File: config.mk
export PLATFORM = sky130hd
export DESIGN_NAME = saturn_bus_arbiter
export DESIGN_NICKNAME = d
export VERILOG_FILES = /design/src/rtl/saturn_bus_arbiter.sv
export SDC_FILE = /design/constraint.sdc
export NUM_CORES = 1
export LEC_CHECK = 0
export ABC_CLOCK_PERIOD_IN_PS = 2400
export BUFFER_PORTS_ARGS = -buffer_cell sky130_fd_sc_hd__buf_2
export CORE_MARGIN = 2
export CORE_UTILIZATION = 43
export CTS_BUF_LIST = sky130_fd_sc_hd__clkbuf_16
export DETAILED_ROUTE_END_ITERATION = 8
export MAX_ROUTING_LAYER = met4
export PLACE_DENSITY = 0.76
export SETUP_SLACK_MARGIN = 0.1
export SYNTH_ARGS = -nofsm -noshare
export SYNTH_HDL_FRONTEND = slang
export SYNTH_SLANG_ARGS = --single-unit
File: constraint.sdc
create_clock -name i_clk -period 2.4 [get_ports i_clk]
set_input_delay 0.6 -clock i_clk [delete_from_list [all_inputs] [get_ports i_clk]]
set_output_delay 0.6 -clock i_clk [all_outputs]
set_load 0.05 [all_outputs]
File: src/rtl/saturn_bus_arbiter.sv
// Two-requester (CPU, debugger) nibble-bus arbiter driven by an external one-hot 4-phase bus cycle.
// Optional build macro SATURN_ARB_RR_EN: round-robin tie-break instead of fixed debugger priority.
module saturn_bus_arbiter (
    input  logic       i_clk,
    input  logic       i_reset,
    input  logic       i_clk_en,
    input  logic [3:0] i_phases,
    input  logic       i_cpu_req,
    input  logic       i_dbg_req,
    input  logic       i_cpu_valid,
    input  logic       i_dbg_valid,
    input  logic [4:0] i_cpu_data,
    input  logic [4:0] i_dbg_data,
    output logic       o_cpu_pop,
    output logic       o_dbg_pop,
    output logic       o_cpu_grant,
    output logic       o_dbg_grant,
    output logic       o_cpu_rd_valid,
    output logic       o_dbg_rd_valid,
    output logic [3:0] o_rd_nibble,
    input  logic [3:0] i_bus_nibble_in,
    output logic       o_bus_clk_en,
    output logic       o_bus_is_data,
    output logic [3:0] o_bus_nibble_out,
    output logic       o_busy
);

    // Handshake: the owner presents i_x_valid/i_x_data; the entry is taken on the
    // enabled 0001 edge and o_x_pop is high for the following enabled cycle only.
    typedef enum logic [1:0] {
        ST_IDLE    = 2'd0,
        ST_OWN_CPU = 2'd1,
        ST_OWN_DBG = 2'd2
    } state_t;

    state_t     r_state;
    logic       r_is_read;
    logic       r_rd_owner_dbg;
    logic       r_cpu_pop;
    logic       r_dbg_pop;
    logic       r_cpu_rd_valid;
    logic       r_dbg_rd_valid;
    logic [3:0] r_rd_nibble;
    logic       r_bus_clk_en;
    logic       r_bus_is_data;
    logic [3:0] r_bus_nibble_out;
`ifdef SATURN_ARB_RR_EN
    logic       r_last_dbg;
`endif

    state_t     w_arb_state;
    logic       w_owner_keeps;
    logic       w_own_valid;
    logic [4:0] w_own_data;

    always_comb begin
        w_owner_keeps = ((r_state == ST_OWN_CPU) && i_cpu_req) ||
                        ((r_state == ST_OWN_DBG) && i_dbg_req);
        w_arb_state   = ST_IDLE;
        if (w_owner_keeps) begin
            w_arb_state = r_state;
`ifdef SATURN_ARB_RR_EN
        end else if (i_dbg_req && i_cpu_req) begin
            w_arb_state = r_last_dbg ? ST_OWN_CPU : ST_OWN_DBG;
`endif
        end else if (i_dbg_req) begin
            w_arb_state = ST_OWN_DBG;
        end else if (i_cpu_req) begin
            w_arb_state = ST_OWN_CPU;
        end
    end

    always_comb begin
        w_own_valid = 1'b0;
        w_own_data  = 5'd0;
        if (r_state == ST_OWN_CPU) begin
            w_own_valid = i_cpu_valid;
            w_own_data  = i_cpu_data;
        end else if (r_state == ST_OWN_DBG) begin
            w_own_valid = i_dbg_valid;
            w_own_data  = i_dbg_data;
        end
    end

    always_ff @(posedge i_clk) begin
        if (i_reset) begin
            r_state          <= ST_IDLE;
            r_is_read        <= 1'b0;
            r_rd_owner_dbg   <= 1'b0;
            r_cpu_pop        <= 1'b0;
            r_dbg_pop        <= 1'b0;
            r_cpu_rd_valid   <= 1'b0;
            r_dbg_rd_valid   <= 1'b0;
            r_rd_nibble      <= 4'd0;
            r_bus_clk_en     <= 1'b0;
            r_bus_is_data    <= 1'b0;
            r_bus_nibble_out <= 4'd0;
`ifdef SATURN_ARB_RR_EN
            r_last_dbg       <= 1'b0;
`endif
        end else if (i_clk_en) begin
            r_cpu_pop      <= 1'b0;
            r_dbg_pop      <= 1'b0;
            r_cpu_rd_valid <= 1'b0;
            r_dbg_rd_valid <= 1'b0;
            case (i_phases)
                4'b0001: begin
                    if (r_state != ST_IDLE) begin
                        r_bus_clk_en   <= 1'b1;
                        r_rd_owner_dbg <= (r_state == ST_OWN_DBG);
                        if (w_own_valid) begin
                            r_bus_nibble_out <= w_own_data[3:0];
                            r_bus_is_data    <= ~w_own_data[4];
                            r_is_read        <= 1'b0;
                            r_cpu_pop        <= (r_state == ST_OWN_CPU);
                            r_dbg_pop        <= (r_state == ST_OWN_DBG);
                        end else begin
                            r_bus_is_data <= 1'b1;
                            r_is_read     <= 1'b1;
                        end
                    end else begin
                        r_is_read <= 1'b0;
                    end
                end
                4'b0010: begin
                    r_bus_clk_en <= 1'b0;
                    if (r_is_read) begin
                        r_rd_nibble    <= i_bus_nibble_in;
                        r_cpu_rd_valid <= ~r_rd_owner_dbg;
                        r_dbg_rd_valid <= r_rd_owner_dbg;
                        r_is_read      <= 1'b0;
                    end
                end
                4'b1000: begin
                    // Ownership changes here so the new owner drives from the next 0001.
                    r_state <= w_arb_state;
`ifdef SATURN_ARB_RR_EN
                    if (w_arb_state == ST_OWN_CPU) begin
                        r_last_dbg <= 1'b0;
                    end else if (w_arb_state == ST_OWN_DBG) begin
                        r_last_dbg <= 1'b1;
                    end
`endif
                end
                default: begin
                end
            endcase
        end
    end

    assign o_cpu_grant      = (r_state == ST_OWN_CPU);
    assign o_dbg_grant      = (r_state == ST_OWN_DBG);
    assign o_busy           = (r_state != ST_IDLE);
    assign o_cpu_pop        = r_cpu_pop;
    assign o_dbg_pop        = r_dbg_pop;
    assign o_cpu_rd_valid   = r_cpu_rd_valid;
    assign o_dbg_rd_valid   = r_dbg_rd_valid;
    assign o_rd_nibble      = r_rd_nibble;
    assign o_bus_clk_en     = r_bus_clk_en;
    assign o_bus_is_data    = r_bus_is_data;
    assign o_bus_nibble_out = r_bus_nibble_out;

endmodule

==> flow_summary_export.csv, run 1 <==
group,metric,value,unit
clock_network,cts_buffers,3,
placement,gp_congestion,0.828,
power,ir_drop,0.000441,V
drt,wl,2060,um
critical_path,crit_fanout,9,
drt,viasPerCell,5.16,
critical_path,r2r_end,"o_bus_nibble_out[3]",
layout,finalInstanceArea,0.00113,mm^2
sta,slew_headroom,0.620,
critical_path,arrival,1470,ps
synthesis,synth-seq-area-share,0.436,
clock_network,clkSlewWorstSetupHoldPaths,50,ps
layout,nets,159,
floorplanning,dieArea,0.00229,mm^2
sta,rsz0062_at_grt,"no",
layout,syn_to_final_growth,36.2,%
global_routing,overflow,0,
critical_path,startpoint_type,"flip-flop",
clock_network,htree_num_levels,1,
synthesis,syn_area,827,um^2
layout,final_util,0.638,
critical_path,cp.required,1800,ps
drt,dr.pass1.iters,4,
synthesis,syn_area_per_cell,8.89,um^2
critical_path,r2r_cells,4,
global_routing,busiest_layer,"met2",
sta,skew,2.39,ps
clock_network,ctsResizeCount,0,
synthesis,synthCells,93,
drt,vias,816,
critical_path,r2r_slack,670,ps
critical_path,max_stage_delay,480,ps
floorplanning,io-pin-count,42,
global_routing,use_met1,0.280,
hold_path,worstHoldPathType,"reg2reg",
clock_network,cts_tree,"done",
synthesis,ys_ff_latch,18,
clock_network,clock_latency,250,ps
sta,final_hold_viol_count,0,
critical_path,r2r-start,"r_state[1]",
drt,drc,0,
sta,hold_slack,448,ps
sta,fin_ws,326,ps
global_routing,grt.met3_usage,0.0340,
sta,fin_crit,2070,ps
global_routing,antenna_found_initial,0,
drt,wl_per_cell,13.0,um
placement,dp_slack,223,ps
floorplanning,row_count,15,
global_routing,grt.total_usage,0.211,
power,p_leak,0.506,nW
synthesis,yosys_warnings,0,
layout,multi_input_area,428,um^2
global_routing,grt_pass1_wl,3240,um
floorplanning,dieHeight,47.9,um
placement,io_buffers,41,
layout,fillers,178,
run_status,status,"finished, final reports clean",
critical_path,critPathKind,"reg2out",
run,maxCapViolCount,0,
global_routing,grt_max_degree,19,
synthesis,ys_types,28,
sta,setup-tns-final,0,ps
layout,final_cells,158,
sta,finalSetupViolations,0,
global_routing,use_met2,0.320,
clock_network,cts-root-buf,"clkbuf_16",
layout,antennaDiodeCount,0,
critical_path,worstPathCellList,"nor2b_1 -> buf_2",
clock_network,postCtsHoldBufs,0,
floorplanning,initial_core_util,0.469,
clock_network,cts_sinks,18,
drt,ant_nets,0,
layout,regArea,360,um^2
sta,fmax,482,MHz
clock_network,post_cts_buffers,0,
synthesis,syn-num-nets,118,
sta,drv_slew,0,
sta,tightest_slew,563,ps
placement,dpl.hpwl,1570,um
sta,finalCritPeriodShare,0.864,
floorplanning,die_x,47.9,um
drt,drt_iter0_markers,21,
critical_path,endpoint,"o_dbg_grant",
critical_path,endpoint_kind,"output port",
clock_network,clockBufferDepth,2,
power,power.total,681,uW
placement,dp.cells,154,
floorplanning,core_area,0.00176,mm^2
global_routing,grt_pass1_vias,712,
placement,dpl_cell_area,0.00105,mm^2
layout,drive_above_1_share,0.346,
critical_path,cpMaxStageDelayCell,"dfxtp_1",
power,p_per_area,605,mW/mm^2
critical_path,crit_path_start,"r_state[1]",
[layout make-up]
type,instances,area share
inverters,4,0.0133
flip-flops and latches,18,0.320
clock inverters,1,0.00333
clock buffers,3,0.0667
multi-input cells,65,0.380
repair buffers,42,0.189
well taps,25,0.0278
[worst min path at each step]
stage                               from        endpoint  cells past startpoint
after global placement    r_rd_owner_dbg  o_cpu_rd_valid                      1
final                     r_rd_owner_dbg  o_cpu_rd_valid                      1
after floorplan           r_rd_owner_dbg  o_cpu_rd_valid                      1
after global routing      r_rd_owner_dbg  o_cpu_rd_valid                      1
after detailed placement  r_rd_owner_dbg  o_cpu_rd_valid                      1
after CTS                 r_rd_owner_dbg  o_cpu_rd_valid                      1
[critical path, delay by kind of cell, from the launching register on]
kind | cells | cell delay, ps
and+or+nand+nor | 1 | 410
DFF | 1 | 480
buffers and inverters | 1 | 340
[layout by cell type, fill, tap and decap left out, types with 4 or more instances in the layout]
master	synthesis	final
a211oi_1	6	6
a22oi_1	4	4
buf_2	1	41
dfxtp_1	18	18
inv_1	4	4
mux2i_1	4	4
nand3_1	5	5
nor2_1	13	13
nor2b_1	4	4
nor3_1	4	4
[power breakdown]
part | leakage, nW | total, mW | internal, mW | switching [mW]
Combinational | 0.323 | 0.0508 | 0.0211 | 0.0297
Sequential | 0.145 | 0.301 | 0.300 | 0.00116
Clock | 0.0385 | 0.329 | 0.221 | 0.108
[synth_stat cells]
master | count | area, um^2
or3b_1 | 1 | 8.76
o31ai_1 | 3 | 22.5
xor2_1 | 1 | 8.76
a32oi_1 | 1 | 8.76
nor3b_1 | 1 | 7.51
inv_1 | 4 | 15.0
mux2i_1 | 4 | 40.0
a21oi_1 | 2 | 10.0
buf_2 | 1 | 5.00
nand2_1 | 3 | 11.3
nand3b_1 | 2 | 15.0
nor4_1 | 1 | 6.26
nor2_1 | 13 | 48.8
a211oi_1 | 6 | 45.0
nand4b_1 | 1 | 8.76
nand3_1 | 5 | 25.0
clkbuf_1 | 5 | 18.8
a221oi_1 | 1 | 8.76
nor2b_1 | 4 | 25.0
a22oi_1 | 4 | 30.0
o21a_1 | 1 | 7.51
nor4b_1 | 1 | 8.76
dfxtp_1 | 18 | 360
nand4_1 | 1 | 6.26
a2111oi_4 | 1 | 27.5
nand2b_1 | 3 | 18.8
a31o_1 | 1 | 8.76
nor3_1 | 4 | 20.0
[cell families (layout without fill, tap and decap cells)]
family,after synthesis,after routing,share of synthesized area
AO/OA/AOI/OAI,20,20,0.204
XOR/XNOR,1,1,0.0106
buffers and inverters,10,50,0.0469
flip-flops,18,18,0.436
multiplexers,4,4,0.0484
AND/OR/NAND/NOR,40,40,0.254
[per-layer routing]
layer  share of wire  routed length, um
met5               0                  0
met1            0.46                943
met4          0.0058                 12
met2            0.49               1010
met3           0.046                 95
Note: power is estimated with default switching activity, not from simulation.
==> run 2, diff against run 1 <==
--- a/config.mk
+++ b/config.mk
@@ -7,7 +7,7 @@
 export LEC_CHECK = 0
 export ABC_CLOCK_PERIOD_IN_PS = 2400
 export BUFFER_PORTS_ARGS = -buffer_cell sky130_fd_sc_hd__buf_2
-export CORE_MARGIN = 2
+export CORE_MARGIN = 3
 export CORE_UTILIZATION = 43
 export CTS_BUF_LIST = sky130_fd_sc_hd__clkbuf_16
 export DETAILED_ROUTE_END_ITERATION = 8
==> run 2 against run 1 <==
First-iteration DRC count shrank 38%. Clock power grew 2%. Fmax grew 1.5%. Combinational power shrank 1%. Non-clock buffer count is the same. Final area is the same. Register-to-register slack gained 50 ps. Critical path depth is the same. Worst setup slack gained 30 ps. Clock-buffer cell count is the same. Sequential power is essentially flat. Utilization is the same. Critical endpoint unchanged. Largest cell class unchanged.
==> flow_summary_export.csv, run 2 (synthesis gave the netlist of run 1 again) <==
group,metric,value,unit
run_status,status,"finished, final reports clean",
power,combPwrFrac,0.073,
power,p_leak,0.506,nW
sta,setup-tns-final,0,ps
placement,io_buffers,41,
run,maxCapViolCount,0,
floorplanning,row_count,15,
sta,finalSetupViolations,0,
clock_network,cts_sinks,18,
floorplanning,die_x,49.9,um
layout,final_cell_mix,"41 x buf_2, 18 x dfxtp_1, 13 x nor2_1",
power,power.total,686,uW
global_routing,grt_pass1_wl,3430,um
layout,syn_to_final_growth,36.2,%
power,ir_drop,0.000467,V
layout,fillers,160,
critical_path,critPathKind,"reg2out",
drt,wl,2020,um
floorplanning,initial_core_util,0.469,
drt,viasPerCell,5.23,
layout,final_util,0.638,
drt,wl_per_cell,12.8,um
clock_network,cts_tree,"done",
floorplanning,dieArea,0.00249,mm^2
global_routing,grt_pass1_vias,799,
critical_path,r2r_end,"o_bus_nibble_out[1]",
layout,finalInstanceArea,0.00113,mm^2
layout,drive_above_1_share,0.346,
clock_network,clock_latency,250,ps
critical_path,r2r-start,"r_state[1]",
drt,drc,0,
layout,nets,159,
sta,drv_slew,0,
floorplanning,io-pin-count,42,
power,p_clk_frac,0.489,
clock_network,postCtsHoldBufs,0,
layout,multi_input_area,428,um^2
layout,antennaDiodeCount,0,
sta,fin_ws,356,ps
floorplanning,core_area,0.00176,mm^2
sta,hold_slack,461,ps
power,p_per_area,609,mW/mm^2
sta,finalCritPeriodShare,0.852,
critical_path,arrival,1440,ps
placement,dp_slack,281,ps
power,power.internal,542,uW
clock_network,clockBufferDepth,2,
critical_path,endpoint_kind,"output port",
sta,slew_headroom,0.601,
clock_network,cts_buffers,3,
sta,fmax,489,MHz
global_routing,grt.total_usage,0.179,
drt,ant_nets,0,
sta,fin_crit,2040,ps
critical_path,startpoint_type,"flip-flop",
hold_path,worstHoldPathType,"reg2reg",
sta,rsz0062_at_grt,"no",
power,swShare,0.210,
clock_network,post_cts_buffers,0,
layout,final_common_cell,"buf_2",
clock_network,clkSlewWorstSetupHoldPaths,50,ps
critical_path,crit_fanout,9,
global_routing,antenna_found_initial,0,
global_routing,grt_max_degree,19,
critical_path,r2r_cells,4,
drt,vias,827,
critical_path,crit_path_start,"r_state[1]",
global_routing,overflow,0,
drt,drt_iter0_markers,13,
placement,dpl_cell_area,0.00105,mm^2
layout,regArea,360,um^2
clock_network,htree_num_levels,1,
power,p_switching,144,uW
placement,dp.cells,154,
placement,dpl.hpwl,1520,um
sta,skew,0.857,ps
power,power_frac_seq,0.438,
sta,tightest_slew,591,ps
clock_network,ctsResizeCount,0,
sta,final_hold_viol_count,0,
floorplanning,dieHeight,49.9,um
critical_path,r2r_slack,720,ps
layout,final_cells,158,
drt,dr.pass1.iters,4,
critical_path,endpoint,"o_dbg_grant",
critical_path,cp.required,1800,ps
clock_network,cts-root-buf,"clkbuf_16",
placement,gp_congestion,0.869,
run 2: cell counts in the layout (fill, tap and decap cells not counted):
No cell type changed its count.
run 2: critical path: stages (launching register included):
cell,delay (ps)
dfxtp_1,470
nor2b_1,380
buf_2,340
run 2: power groups by stage:
stage	registers, mW	clock network [mW]	logic, mW
floorplan	0.306	0	0.0235
global placement	0.307	0	0.0478
detailed placement	0.307	0	0.0491
CTS	0.301	0.333	0.0498
global route	0.301	0.350	0.0553
finish	0.301	0.335	0.0501
run 2: metal layers:
metal | up-vias | global-route usage | share of wire
met5 | - | - | 0
met4 | 0 | 0.0553 | 0.0050
met3 | 2 | 0.0483 | 0.048
met2 | 23 | 0.291 | 0.50
met1 | 385 | 0.214 | 0.45
li1 | 417 | - | -
run 2: worst min-delay path by stage:
stage	endpoint	slack, ps	cells after the start	startpoint
CTS	o_cpu_rd_valid	460	1	r_rd_owner_dbg
detailed placement	o_cpu_rd_valid	450	1	r_rd_owner_dbg
global route	o_cpu_rd_valid	490	1	r_rd_owner_dbg
global placement	o_bus_is_data	460	2	o_bus_is_data
finish	o_cpu_rd_valid	460	1	r_rd_owner_dbg
floorplan	o_cpu_rd_valid	420	1	r_rd_owner_dbg
run 2: cell type report:
type	instances	area share
multi-input cells	65	0.380
clock inverters	1	0.00333
repair buffers	42	0.189
clock buffers	3	0.0667
flip-flops and latches	18	0.320
well taps	25	0.0278
inverters	4	0.0133
==> run 3, diff against run 2 <==
--- a/config.mk
+++ b/config.mk
@@ -7,6 +7,7 @@
 export LEC_CHECK = 0
 export ABC_CLOCK_PERIOD_IN_PS = 2400
 export BUFFER_PORTS_ARGS = -buffer_cell sky130_fd_sc_hd__buf_2
+export CORE_ASPECT_RATIO = 0.75
 export CORE_MARGIN = 3
 export CORE_UTILIZATION = 43
 export CTS_BUF_LIST = sky130_fd_sc_hd__clkbuf_16
==> run 3 against run 2 <==
Final area fell by 0.33%. Global-route usage rose by 1.3 points. Worst hold slack improved by 10 ps. Critical path type unchanged. Largest cell class unchanged. Highest routed layer unchanged.
==> flow_summary_export.csv, run 3 (synthesis gave the netlist of run 1 again) <==
group,metric,value,unit
sta,slew_headroom,0.586,
critical_path,crit_fanout,9,
critical_path,critPathBufInv,1,
run,maxCapViolCount,0,
placement,io_buffers,41,
power,power.internal,542,uW
drt,wl_per_cell,13.7,um
drt,dr.pass1.iters,4,
clock_network,clockBufferDepth,2,
critical_path,path_delay_family,"flip-flops",
sta,fin_crit,2010,ps
clock_network,cts_buffers,3,
power,p_clk_frac,0.482,
critical_path,critPathKind,"reg2out",
power,power.total,678,uW
placement,dpl.hpwl,1620,um
run_status,status,"finished, final reports clean",
layout,antennaDiodeCount,0,
clock_network,cts-root-buf,"clkbuf_16",
floorplanning,dieArea,0.00249,mm^2
layout,final_cell_mix,"41 x buf_2, 18 x dfxtp_1, 13 x nor2_1",
sta,finalSetupViolations,0,
sta,finalCritPeriodShare,0.836,
layout,final_common_cell,"buf_2",
layout,final_cells,155,
hold_path,worstHoldPathType,"reg2reg",
critical_path,worstPathCellList,"nor2b_1 -> buf_2",
critical_path,startpoint_type,"flip-flop",
global_routing,antenna_found_initial,0,
sta,final_hold_viol_count,0,
layout,syn_to_final_growth,35.7,%
drt,vias,845,
layout,fillers,158,
layout,final_util,0.633,
critical_path,endpoint_kind,"output port",
placement,dp.cells,151,
clock_network,postCtsHoldBufs,0,
sta,skew,0.515,ps
placement,gp_congestion,0.813,
drt,viasPerCell,5.45,
sta,rsz0062_at_grt,"no",
drt,wl,2120,um
drt,drt_iter0_markers,21,
critical_path,cpMaxStageDelayCell,"dfxtp_1",
layout,nets,159,
power,p_switching,136,uW
critical_path,max_stage_delay,470,ps
power,combPwrFrac,0.074,
power,p_per_area,604,mW/mm^2
power,swShare,0.200,
global_routing,overflow,0,
layout,finalInstanceArea,0.00112,mm^2
critical_path,r2r_slack,700,ps
floorplanning,io-pin-count,42,
floorplanning,core_area,0.00177,mm^2
sta,setup-tns-final,0,ps
clock_network,cts_sinks,18,
power,p_leak,0.506,nW
floorplanning,row_count,13,
global_routing,grt_max_degree,19,
placement,dpl_cell_area,0.00104,mm^2
global_routing,grt_pass1_wl,3570,um
drt,ant_nets,0,
clock_network,htree_num_levels,1,
power,power_frac_seq,0.444,
clock_network,clkSlewWorstSetupHoldPaths,50,ps
critical_path,cp.required,1800,ps
global_routing,grt.total_usage,0.192,
clock_network,cts_tree,"done",
critical_path,arrival,1410,ps
drt,drc,0,
layout,drive_above_1_share,0.346,
clock_network,clock_latency,250,ps
clock_network,post_cts_buffers,0,
clock_network,ctsResizeCount,0,
sta,drv_slew,0,
floorplanning,initial_core_util,0.466,
power,ir_drop,0.000682,V
floorplanning,dieHeight,44.0,um
floorplanning,die_x,56.6,um
sta,tightest_slew,613,ps
sta,fmax,498,MHz
global_routing,grt_pass1_vias,820,
-- run 3: layout make-up --
cell class,count,area [um^2],share of cell area
multi-input cells,65,428,0.381
repair buffers,42,213,0.190
flip-flops and latches,18,360,0.321
clock buffers,3,75.1,0.0669
clock inverters,1,3.75,0.00334
well taps,22,27.5,0.0245
inverters,4,15.0,0.0134
-- run 3: metrics by stage --
step	setup slack (ps)	hold slack [ps]
after floorplan	409	423
after global placement	342	455
after detailed placement	246	453
after CTS	403	474
after global routing	278	497
final	394	471
-- run 3: power groups by stage --
| stage | registers [mW] | logic [mW] | clock network [mW] |
|---|---|---|---|
| floorplan | 0.306 | 0.0235 | 0 |
| global placement | 0.307 | 0.0480 | 0 |
| detailed placement | 0.307 | 0.0495 | 0 |
| CTS | 0.301 | 0.0497 | 0.329 |
| global route | 0.301 | 0.0553 | 0.342 |
| finish | 0.301 | 0.0501 | 0.327 |
-- run 3: worst paths after layout --
| path | cells after the start | to | from |
|---|---|---|---|
| worst max-delay path | 2 | o_dbg_grant | r_state[1] |
| worst min-delay path | 1 | o_cpu_rd_valid | r_rd_owner_dbg |
| worst max register to register | 4 | o_bus_nibble_out[1] | r_state[1] |
| worst min register to register | 1 | o_cpu_rd_valid | r_rd_owner_dbg |
-- run 3: per-layer routing --
metal,vias up,global-route usage,part of all wire
li1,416,-,-
met1,394,0.207,0.42
met2,31,0.339,0.49
met3,4,0.0685,0.075
met4,0,0.0474,0.011
met5,-,-,0
-- run 3: worst reg2reg max path, stage by stage (launching register included) --
cell and delay, ps:
dfxtp_1 470, nand3b_1 250, a2111oi_4 600, nor2_1 80, a211oi_1 220
